===== src/rtl/ysyx_23060203_lsu_if.sv =====
// ysyx_23060203_lsu_if: request/completion handshake plus AXI4-Lite master bus for the LSU.
interface ysyx_23060203_lsu_if;
    logic        in_valid, in_ready, in_ren, in_wen;
    logic [2:0]  in_rfunc, in_wfunc;
    logic [31:0] in_raddr, in_waddr, in_wdata;
    logic        out_valid, out_err;
    logic [31:0] out_rdata;
    logic [31:0] araddr, rdata, awaddr, wdata;
    logic        arvalid, arready, rvalid, rready;
    logic        awvalid, awready, wvalid, wready, bvalid, bready;
    logic [1:0]  rresp, bresp;
    logic [3:0]  wstrb;
    modport master (
        input  in_valid, in_ren, in_wen, in_rfunc, in_wfunc, in_raddr, in_waddr, in_wdata,
        output in_ready, out_valid, out_err, out_rdata,
        output araddr, arvalid, input arready,
        input  rdata, rresp, rvalid, output rready,
        output awaddr, awvalid, input awready,
        output wdata, wstrb, wvalid, input wready,
        input  bresp, bvalid, output bready
    );
    modport slave (
        output in_valid, in_ren, in_wen, in_rfunc, in_wfunc, in_raddr, in_waddr, in_wdata,
        input  in_ready, out_valid, out_err, out_rdata,
        input  araddr, arvalid, output arready,
        output rdata, rresp, rvalid, input rready,
        input  awaddr, awvalid, output awready,
        input  wdata, wstrb, wvalid, output wready,
        output bresp, bvalid, input bready
    );
endinterface


===== src/rtl/ysyx_23060203_lsu.sv =====
// ysyx_23060203_lsu: RV32 load/store unit issuing word-aligned AXI4-Lite transfers.
module ysyx_23060203_lsu (
    input logic clk,
    input logic rst,
    ysyx_23060203_lsu_if.master bus
);
    typedef enum logic [2:0] {IDLE, AR, R, AW_W, B, RESP} state_t;
    state_t      state_q, state_d;
    logic [31:0] addr_q, addr_d, wdata_q, wdata_d, rdata_q, rdata_d;
    logic [2:0]  funct_q, funct_d;
    logic [3:0]  wstrb_q, wstrb_d;
    logic        err_q, err_d, aw_done_q, aw_done_d, w_done_q, w_done_d;
    logic [31:0] req_addr, sh, ld;
    logic [2:0]  req_funct;
    logic        legal, mis, bad;
    always_comb begin
        req_addr  = bus.in_ren ? bus.in_raddr : bus.in_waddr;
        req_funct = bus.in_ren ? bus.in_rfunc : bus.in_wfunc;
        legal     = bus.in_ren ? req_funct inside {3'b000, 3'b001, 3'b010, 3'b100, 3'b101}
                               : req_funct inside {3'b000, 3'b001, 3'b010};
        mis       = (req_funct[1:0] == 2'b01 && req_addr[0]) || (req_funct[1:0] == 2'b10 && req_addr[1:0] != 2'b00);
        bad       = (bus.in_ren == bus.in_wen) || !legal || mis;
        sh        = bus.rdata >> {addr_q[1:0], 3'b000};
        ld        = funct_q == 3'b000 ? {{24{sh[7]}}, sh[7:0]} :
                    funct_q == 3'b001 ? {{16{sh[15]}}, sh[15:0]} :
                    funct_q == 3'b100 ? {24'b0, sh[7:0]} :
                    funct_q == 3'b101 ? {16'b0, sh[15:0]} : sh;
        state_d   = state_q;
        addr_d    = addr_q;
        funct_d   = funct_q;
        wdata_d   = wdata_q;
        wstrb_d   = wstrb_q;
        rdata_d   = rdata_q;
        err_d     = err_q;
        aw_done_d = aw_done_q;
        w_done_d  = w_done_q;
        case (state_q)
            IDLE: if (bus.in_valid) begin
                addr_d    = req_addr;
                funct_d   = req_funct;
                wdata_d   = req_funct == 3'b000 ? {4{bus.in_wdata[7:0]}} :
                            req_funct == 3'b001 ? {2{bus.in_wdata[15:0]}} : bus.in_wdata;
                wstrb_d   = req_funct == 3'b000 ? 4'b0001 << req_addr[1:0] :
                            req_funct == 3'b001 ? 4'b0011 << req_addr[1:0] : 4'b1111;
                rdata_d   = '0;
                err_d     = bad && !(!bus.in_ren && !bus.in_wen);
                aw_done_d = 1'b0;
                w_done_d  = 1'b0;
                state_d   = bad ? RESP : bus.in_ren ? AR : AW_W;
            end
            AR:   state_d = bus.arready ? R : AR;
            R: if (bus.rvalid) begin
                err_d   = bus.rresp != 2'b00;
                rdata_d = bus.rresp != 2'b00 ? 32'b0 : ld;
                state_d = RESP;
            end
            AW_W: begin
                aw_done_d = aw_done_q || bus.awready;
                w_done_d  = w_done_q || bus.wready;
                state_d   = aw_done_d && w_done_d ? B : AW_W;
            end
            B: if (bus.bvalid) begin
                err_d   = bus.bresp != 2'b00;
                state_d = RESP;
            end
            default: state_d = IDLE;
        endcase
    end
    always_ff @(posedge clk or posedge rst) begin
        if (rst) begin
            state_q   <= IDLE;
            addr_q    <= '0;
            funct_q   <= '0;
            wdata_q   <= '0;
            wstrb_q   <= '0;
            rdata_q   <= '0;
            err_q     <= 1'b0;
            aw_done_q <= 1'b0;
            w_done_q  <= 1'b0;
        end else begin
            state_q   <= state_d;
            addr_q    <= addr_d;
            funct_q   <= funct_d;
            wdata_q   <= wdata_d;
            wstrb_q   <= wstrb_d;
            rdata_q   <= rdata_d;
            err_q     <= err_d;
            aw_done_q <= aw_done_d;
            w_done_q  <= w_done_d;
        end
    end
    assign bus.in_ready  = state_q == IDLE;
    assign bus.out_valid = state_q == RESP;
    assign bus.out_err   = err_q;
    assign bus.out_rdata = rdata_q;
    assign bus.araddr    = {addr_q[31:2], 2'b00};
    assign bus.awaddr    = {addr_q[31:2], 2'b00};
    assign bus.arvalid   = state_q == AR;
    assign bus.rready    = state_q == R;
    assign bus.awvalid   = state_q == AW_W && !aw_done_q;
    assign bus.wvalid    = state_q == AW_W && !w_done_q;
    assign bus.bready    = state_q == B;
    assign bus.wdata     = wdata_q;
    assign bus.wstrb     = wstrb_q;
endmodule


===== src/flat_wrapper.sv =====
// flat-port wrapper written by rule: the top's interface ports become plain ports
module ysyx_23060203_lsu_flat 
  (clk, rst, bus_in_valid, bus_in_ren, bus_in_wen, bus_in_rfunc, bus_in_wfunc, bus_in_raddr, bus_in_waddr, bus_in_wdata, bus_in_ready, bus_out_valid, bus_out_err, bus_out_rdata, bus_araddr, bus_arvalid, bus_arready, bus_rdata, bus_rresp, bus_rvalid, bus_rready, bus_awaddr, bus_awvalid, bus_awready, bus_wdata, bus_wstrb, bus_wvalid, bus_wready, bus_bresp, bus_bvalid, bus_bready);
  ysyx_23060203_lsu_if bus_i ();
  input logic clk;
  input logic rst;
  input wire logic [$bits(bus_i.in_valid)-1:0] bus_in_valid;
  input wire logic [$bits(bus_i.in_ren)-1:0] bus_in_ren;
  input wire logic [$bits(bus_i.in_wen)-1:0] bus_in_wen;
  input wire logic [$bits(bus_i.in_rfunc)-1:0] bus_in_rfunc;
  input wire logic [$bits(bus_i.in_wfunc)-1:0] bus_in_wfunc;
  input wire logic [$bits(bus_i.in_raddr)-1:0] bus_in_raddr;
  input wire logic [$bits(bus_i.in_waddr)-1:0] bus_in_waddr;
  input wire logic [$bits(bus_i.in_wdata)-1:0] bus_in_wdata;
  output wire logic [$bits(bus_i.in_ready)-1:0] bus_in_ready;
  output wire logic [$bits(bus_i.out_valid)-1:0] bus_out_valid;
  output wire logic [$bits(bus_i.out_err)-1:0] bus_out_err;
  output wire logic [$bits(bus_i.out_rdata)-1:0] bus_out_rdata;
  output wire logic [$bits(bus_i.araddr)-1:0] bus_araddr;
  output wire logic [$bits(bus_i.arvalid)-1:0] bus_arvalid;
  input wire logic [$bits(bus_i.arready)-1:0] bus_arready;
  input wire logic [$bits(bus_i.rdata)-1:0] bus_rdata;
  input wire logic [$bits(bus_i.rresp)-1:0] bus_rresp;
  input wire logic [$bits(bus_i.rvalid)-1:0] bus_rvalid;
  output wire logic [$bits(bus_i.rready)-1:0] bus_rready;
  output wire logic [$bits(bus_i.awaddr)-1:0] bus_awaddr;
  output wire logic [$bits(bus_i.awvalid)-1:0] bus_awvalid;
  input wire logic [$bits(bus_i.awready)-1:0] bus_awready;
  output wire logic [$bits(bus_i.wdata)-1:0] bus_wdata;
  output wire logic [$bits(bus_i.wstrb)-1:0] bus_wstrb;
  output wire logic [$bits(bus_i.wvalid)-1:0] bus_wvalid;
  input wire logic [$bits(bus_i.wready)-1:0] bus_wready;
  input wire logic [$bits(bus_i.bresp)-1:0] bus_bresp;
  input wire logic [$bits(bus_i.bvalid)-1:0] bus_bvalid;
  output wire logic [$bits(bus_i.bready)-1:0] bus_bready;
  assign bus_i.in_valid = bus_in_valid;
  assign bus_i.in_ren = bus_in_ren;
  assign bus_i.in_wen = bus_in_wen;
  assign bus_i.in_rfunc = bus_in_rfunc;
  assign bus_i.in_wfunc = bus_in_wfunc;
  assign bus_i.in_raddr = bus_in_raddr;
  assign bus_i.in_waddr = bus_in_waddr;
  assign bus_i.in_wdata = bus_in_wdata;
  assign bus_in_ready = bus_i.in_ready;
  assign bus_out_valid = bus_i.out_valid;
  assign bus_out_err = bus_i.out_err;
  assign bus_out_rdata = bus_i.out_rdata;
  assign bus_araddr = bus_i.araddr;
  assign bus_arvalid = bus_i.arvalid;
  assign bus_i.arready = bus_arready;
  assign bus_i.rdata = bus_rdata;
  assign bus_i.rresp = bus_rresp;
  assign bus_i.rvalid = bus_rvalid;
  assign bus_rready = bus_i.rready;
  assign bus_awaddr = bus_i.awaddr;
  assign bus_awvalid = bus_i.awvalid;
  assign bus_i.awready = bus_awready;
  assign bus_wdata = bus_i.wdata;
  assign bus_wstrb = bus_i.wstrb;
  assign bus_wvalid = bus_i.wvalid;
  assign bus_i.wready = bus_wready;
  assign bus_i.bresp = bus_bresp;
  assign bus_i.bvalid = bus_bvalid;
  assign bus_bready = bus_i.bready;
  ysyx_23060203_lsu u_core (.clk(clk), .rst(rst), .bus(bus_i));
endmodule

===== config.mk =====
export PLATFORM = sky130hd
export DESIGN_NAME = ysyx_23060203_lsu_flat
export DESIGN_NICKNAME = d
export VERILOG_FILES = /design/src/rtl/ysyx_23060203_lsu_if.sv /design/src/rtl/ysyx_23060203_lsu.sv /design/src/flat_wrapper.sv
export SDC_FILE = /design/constraint.sdc
export NUM_CORES = 1
export LEC_CHECK = 0
export ABC_CLOCK_PERIOD_IN_PS = 4640
export BUFFER_PORTS_ARGS = -buffer_cell sky130_fd_sc_hd__buf_2
export CORE_MARGIN = 3
export CORE_UTILIZATION = 49
export CTS_BUF_LIST = sky130_fd_sc_hd__clkbuf_8
export DETAILED_ROUTE_END_ITERATION = 8
export PLACE_DENSITY = 0.82
export SLEW_MARGIN = 15
export SYNTH_ARGS = -nofsm -noshare
export SYNTH_HDL_FRONTEND = slang
export SYNTH_SLANG_ARGS = --single-unit

===== constraint.sdc =====
create_clock -name clk -period 4.64 [get_ports clk]
set_input_delay 0.928 -clock clk [delete_from_list [all_inputs] [get_ports clk]]
set_output_delay 0.928 -clock clk [all_outputs]
set_load 0.05 [all_outputs]

# [After elaboration in Yosys (flattened, before gate mapping)]
# Cells that the tools add are included.
[word_totals] romBits=0 memories=0 inputBits=148 out_inout_bits=140 wordCells=94 latchBits=0 regBits=109 ram_bits=0
[op_classes] n_mul=0 n_reduce_logical=34 n_div=0 muxes=30 add_sub_neg=0 order_cmp=0 shifts=3 n_eq_ne=18 bitwise_logic=0
[op_table] operator="$mux 32" count=10
[op_table] operator="$pmux 32 s2" count=1
[op_table] operator="$shr 32x5->32" count=1
[op_table] operator="$eq 3x3->1 const B" count=6
[op_table] operator="$mux 3" count=6
[op_table] operator="$pmux 3 s5" count=1
[op_table] operator="$reduce_bool 2->1" count=5
[op_table] operator="$eq 3x1->1 const B" count=3
[op_table] operator="$eq 3x2->1 const B" count=3
[op_table] operator="$logic_not 3->1" count=3
[op_table] operator="$mux 4" count=2
[op_table] operator="$logic_and 1x1->1" count=7
[op_table] operator="$logic_not 1->1" count=6
[op_table] operator="$ne 2x2->1 const B" count=3
[op_table] operator="$reduce_and 3->1" count=2
[op_table] operator="$reduce_bool 3->1" count=2
[op_table] operator="$logic_or 1x1->1" count=5
[op_table] operator="$mux 1" count=5
[op_table] operator="$reduce_bool 5->1" count=1
[op_table] operator="$mux 2" count=2
[op_table] operator="$pmux 1 s2" count=2
[op_table] operator="$reduce_and 2->1" count=2
[op_table] operator="$reduce_and 4->1" count=1
[op_table] operator="$shl 1x2->4 const A" count=1
[op_table] operator="other kinds (5)" count=5

# [Logic depth before layout (Yosys ltp)]
[logic_depth] ltp_word=10 mapped_depth=7 ltp_nobuf=6

# [Least setup slack after synthesis]
# OpenSTA, ideal clock, no wires.
[synth_path] path_type="flip-flop to output port" start="register u_core.state_q[0]" end="output port bus_arvalid" slack_ns=1.819 n_path_buf=1 t_arrival_ns=1.893 path_stages_with_launch=3 required_ns=3.712 path_cell_list="dfrtp_1 -> clkbuf_1 -> nor3b_1"
[synth_via] elab_chain_len=1
[synth_rtl] element="start, declared" line_no="ysyx_23060203_lsu.sv:8" text="state_t state_q, state_d;"
[synth_rtl] element="start signal, assigned" line_no="ysyx_23060203_lsu.sv:81" text="state_q <= state_d;"
[synth_rtl] element="$eq 3x1->1" line_no="ysyx_23060203_lsu.sv:98" text="assign bus.arvalid = state_q == AR;"
[synth_rtl] element="end, declared" line_no="flat_wrapper.sv:20" text="output wire logic [$bits(bus_i.arvalid)-1:0] bus_arvalid;"
# Every way passes these cells.

# [Worst setup path in the final report]
[layout_path] start="register u_core.state_q[2]" end="output port bus_out_valid"
[layout_via] elab_chain_len=1
[layout_rtl] element="$eq 3x3->1" line_no="ysyx_23060203_lsu.sv:93" text="assign bus.out_valid = state_q == RESP;"
[layout_rtl] element="end, declared" line_no="flat_wrapper.sv:16" text="output wire logic [$bits(bus_i.out_valid)-1:0] bus_out_valid;"
# Every way passes these cells.

==> flow_metrics.env <==
export IMPL_powerDensity_nw_per_um2=753
export IMPL_min_path_type="flip-flop to flip-flop"
export IMPL_pin_count=288
export IMPL_peakVddDrop_mv=0.585
export IMPL_vias_per_cell=5.31
export IMPL_max_freq_ghz=0.353
export IMPL_numCtsBuffers=9
export IMPL_cts_sinks=109
export IMPL_ant_nets=0
export IMPL_skew_ns=0.00804
export IMPL_num_fill_cells=1041
export IMPL_n_antenna_cell=0
export IMPL_vias=5489
export IMPL_hold_viol=0
export IMPL_drcViolationCount=0
export IMPL_critical_path_endpoint_type="output port"
export IMPL_yosys_cell_count_top_type="nand2_1"
export IMPL_grt_pass1_vias=5268
export IMPL_cts_resized=0
export IMPL_drive_gt1_frac=0.394
export IMPL_syn_inst=662
export IMPL_synth_top_area_cell="dfrtp_1"
export IMPL_cap_violations=0
export IMPL_core_sq_um=12300
export IMPL_synth_commonest_cells="nand2_1, dfrtp_1, buf_4"
export IMPL_period_needed_ns=2.83
export IMPL_die_x_um=119
export IMPL_crit_path_max_fanout=17
export IMPL_gr_usage_all_layers=0.240
export IMPL_worstMarginPinSlew_ns=1.07
export IMPL_syn_cell_area_sq_um=6250
export IMPL_h_tree_depth=3
export IMPL_grt_pass1_wl_um=27300
export IMPL_die_area_sq_um=14200
export IMPL_cts_hold_buf=0
export IMPL_yosysUniqueCellTypes=57
export IMPL_ys_warn_count=0
export IMPL_clk_pin_slew_ns=0.10
export IMPL_fp_dieH_um=119
export IMPL_root_buffer="clkbuf_8"
export IMPL_netlist_area_leader_share=0.436
export IMPL_totalWireLength_um=17300
export IMPL_start_util=0.510
export IMPL_synth_seq_cells=109
export IMPL_num_rows=40
export IMPL_port_buffers=283
export IMPL_ys_seq_area_frac=0.436
export IMPL_area_growth_pct=19.0
export IMPL_dp_hpwl_um=13300
export IMPL_cp_required_ns=3.71
export IMPL_grt_start_max_net_pins=104
export IMPL_period_share=0.610
export IMPL_relSlewSlack=0.288
export IMPL_wl_per_cell_um=16.7
export IMPL_whs_ns=0.472
export IMPL_grt_overflow=0
export IMPL_synth_edf_count=0
export IMPL_fin_nets=1014
export IMPL_final_setup_tns_ns=0
export IMPL_synth_main_ff_cell="dfrtp_1"
export IMPL_postSynthAreaPerCell_sq_um=9.45
export IMPL_drt_iter0_drc=362
export IMPL_drtPass1Iterations=5
export IMPL_cts_tree="yes"
export IMPL_status="completed"
export IMPL_place_gp_congestion=0.835
export IMPL_insertion_delay_ns=0.38
export IMPL_antenna_found_initial=0
export IMPL_ctsLongestPathBuffers=2
export IMPL_p_leak_uw=0.00394
export IMPL_postCtsSetupBuffers=0
export IMPL_finalSetupViolCount=0
export IMPL_rsz0062_at_grt="false"
export IMPL_critPathLaunchType="flip-flop"
export IMPL_path_class="flip-flop to output port"
export IMPL_synthArstFlopShare=1.00
export IMPL_synth_area_leaders="dfrtp_1, mux2i_1, buf_4"
export IMPL_drv_slew=0
export IMPL_critPathArrivalTime_ns=1.90
-- placed cells by master (no fill, tap or decap), types with 2 or more instances in the layout --
master    instances
ha_1              5
a21oi_1          18
a221oi_1          8
or2_1             3
conb_1            4
o21ai_2           8
clkbuf_8         11
inv_6             3
and3_1            2
o21a_1            2
nand2b_1          4
nor2_1           25
nor2b_1           9
mux2_2            8
a211oi_1          8
o21ai_1          28
mux2i_1          61
o21ai_0          58
nor2_2            2
dfrtp_1         109
inv_1             8
nor3b_1           3
a22o_1           16
buf_4             7
nand2_1         123
o22ai_1           4
a31oi_1          12
o211ai_1          2
o221ai_1          2
buf_2           283
-- power breakdown --
group	switching, uW	internal [uW]	leakage, uW
Sequential	293	1300	0.00139
Combinational	2630	812	0.00246
Clock	339	231	0.000101
-- cells by family after synthesis --
| logic type | synth area share |
|---|---|
| simple gates | 0.133 |
| compound gates | 0.183 |
| buf+inv | 0.119 |
| flops | 0.436 |
| mux | 0.117 |
| fa+ha+maj | 0.0100 |
| other cells | 0.000600 |
| xor+xnor | 0.00140 |
-- cell type report --
cell class                 instances  area [sq um]  area share
sequential                       109          2730       0.367
inverter                           9          36.3     0.00488
clock inverter                     5          40.0     0.00538
multi-input combinational        442          2810       0.377
tap                              168           210      0.0282
clock buffer                      11           151      0.0203
timing repair buffer             290          1470       0.197
-- final timing paths --
kind,slack (ns),endpoint,cells after the start,start
setup / recovery,1.81,bus_out_valid,3,u_core.state_q[2]
hold / removal,0.47,u_core.bus.wstrb[0],2,u_core.bus.wstrb[0]
setup reg to reg,2.35,u_core.addr_q[3],3,u_core.state_q[2]
hold reg to reg,0.47,u_core.bus.wstrb[0],2,u_core.bus.wstrb[0]
max in group asynchronous,3.20,u_core.addr_q[18],3,rst
min in group asynchronous,0.56,u_core.bus.wdata[6],2,rst
-- critical path, cell delays in order (launching register included) --
cell and delay [ns]:
dfrtp_1 0.74, inv_1 0.28, nor3b_1 0.22, buf_2 0.29
-- flip-flops by register name, indices dropped and copies added (netlist names) --
signal                flops
u_core.addr_q            32
u_core.aw_done_q          1
u_core.bus.out_err        1
u_core.bus.out_rdata     32
u_core.bus.wdata         32
u_core.bus.wstrb          4
u_core.funct_q            3
u_core.state_q            3
u_core.w_done_q           1
-- metrics by stage --
stage	total power, uW	std cells	utilization	instance area (sq um)	worst slack [ns]
after floorplan	4600	665	-	6260	0.838
after CTS	5640	1034	0.607	7440	1.81
after detailed placement	5070	1018	0.591	7250	1.82
after global routing	5930	1034	0.607	7440	1.65
after global placement	5010	1018	0.591	7250	1.94
final	5600	1034	0.607	7440	1.81
-- metal layers --
layer / vias up / track usage / routed length (um) / part of all wire
li1: 2639 / - / - / -
met2: 257 / 0.412 / 8570 / 0.50
met1: 2566 / 0.304 / 7090 / 0.41
met3: 27 / 0.0603 / 1380 / 0.079
met5: - / 0 / 0 / 0
met4: 0 / 0.0615 / 273 / 0.016
(Power assumes the default switching activity.)
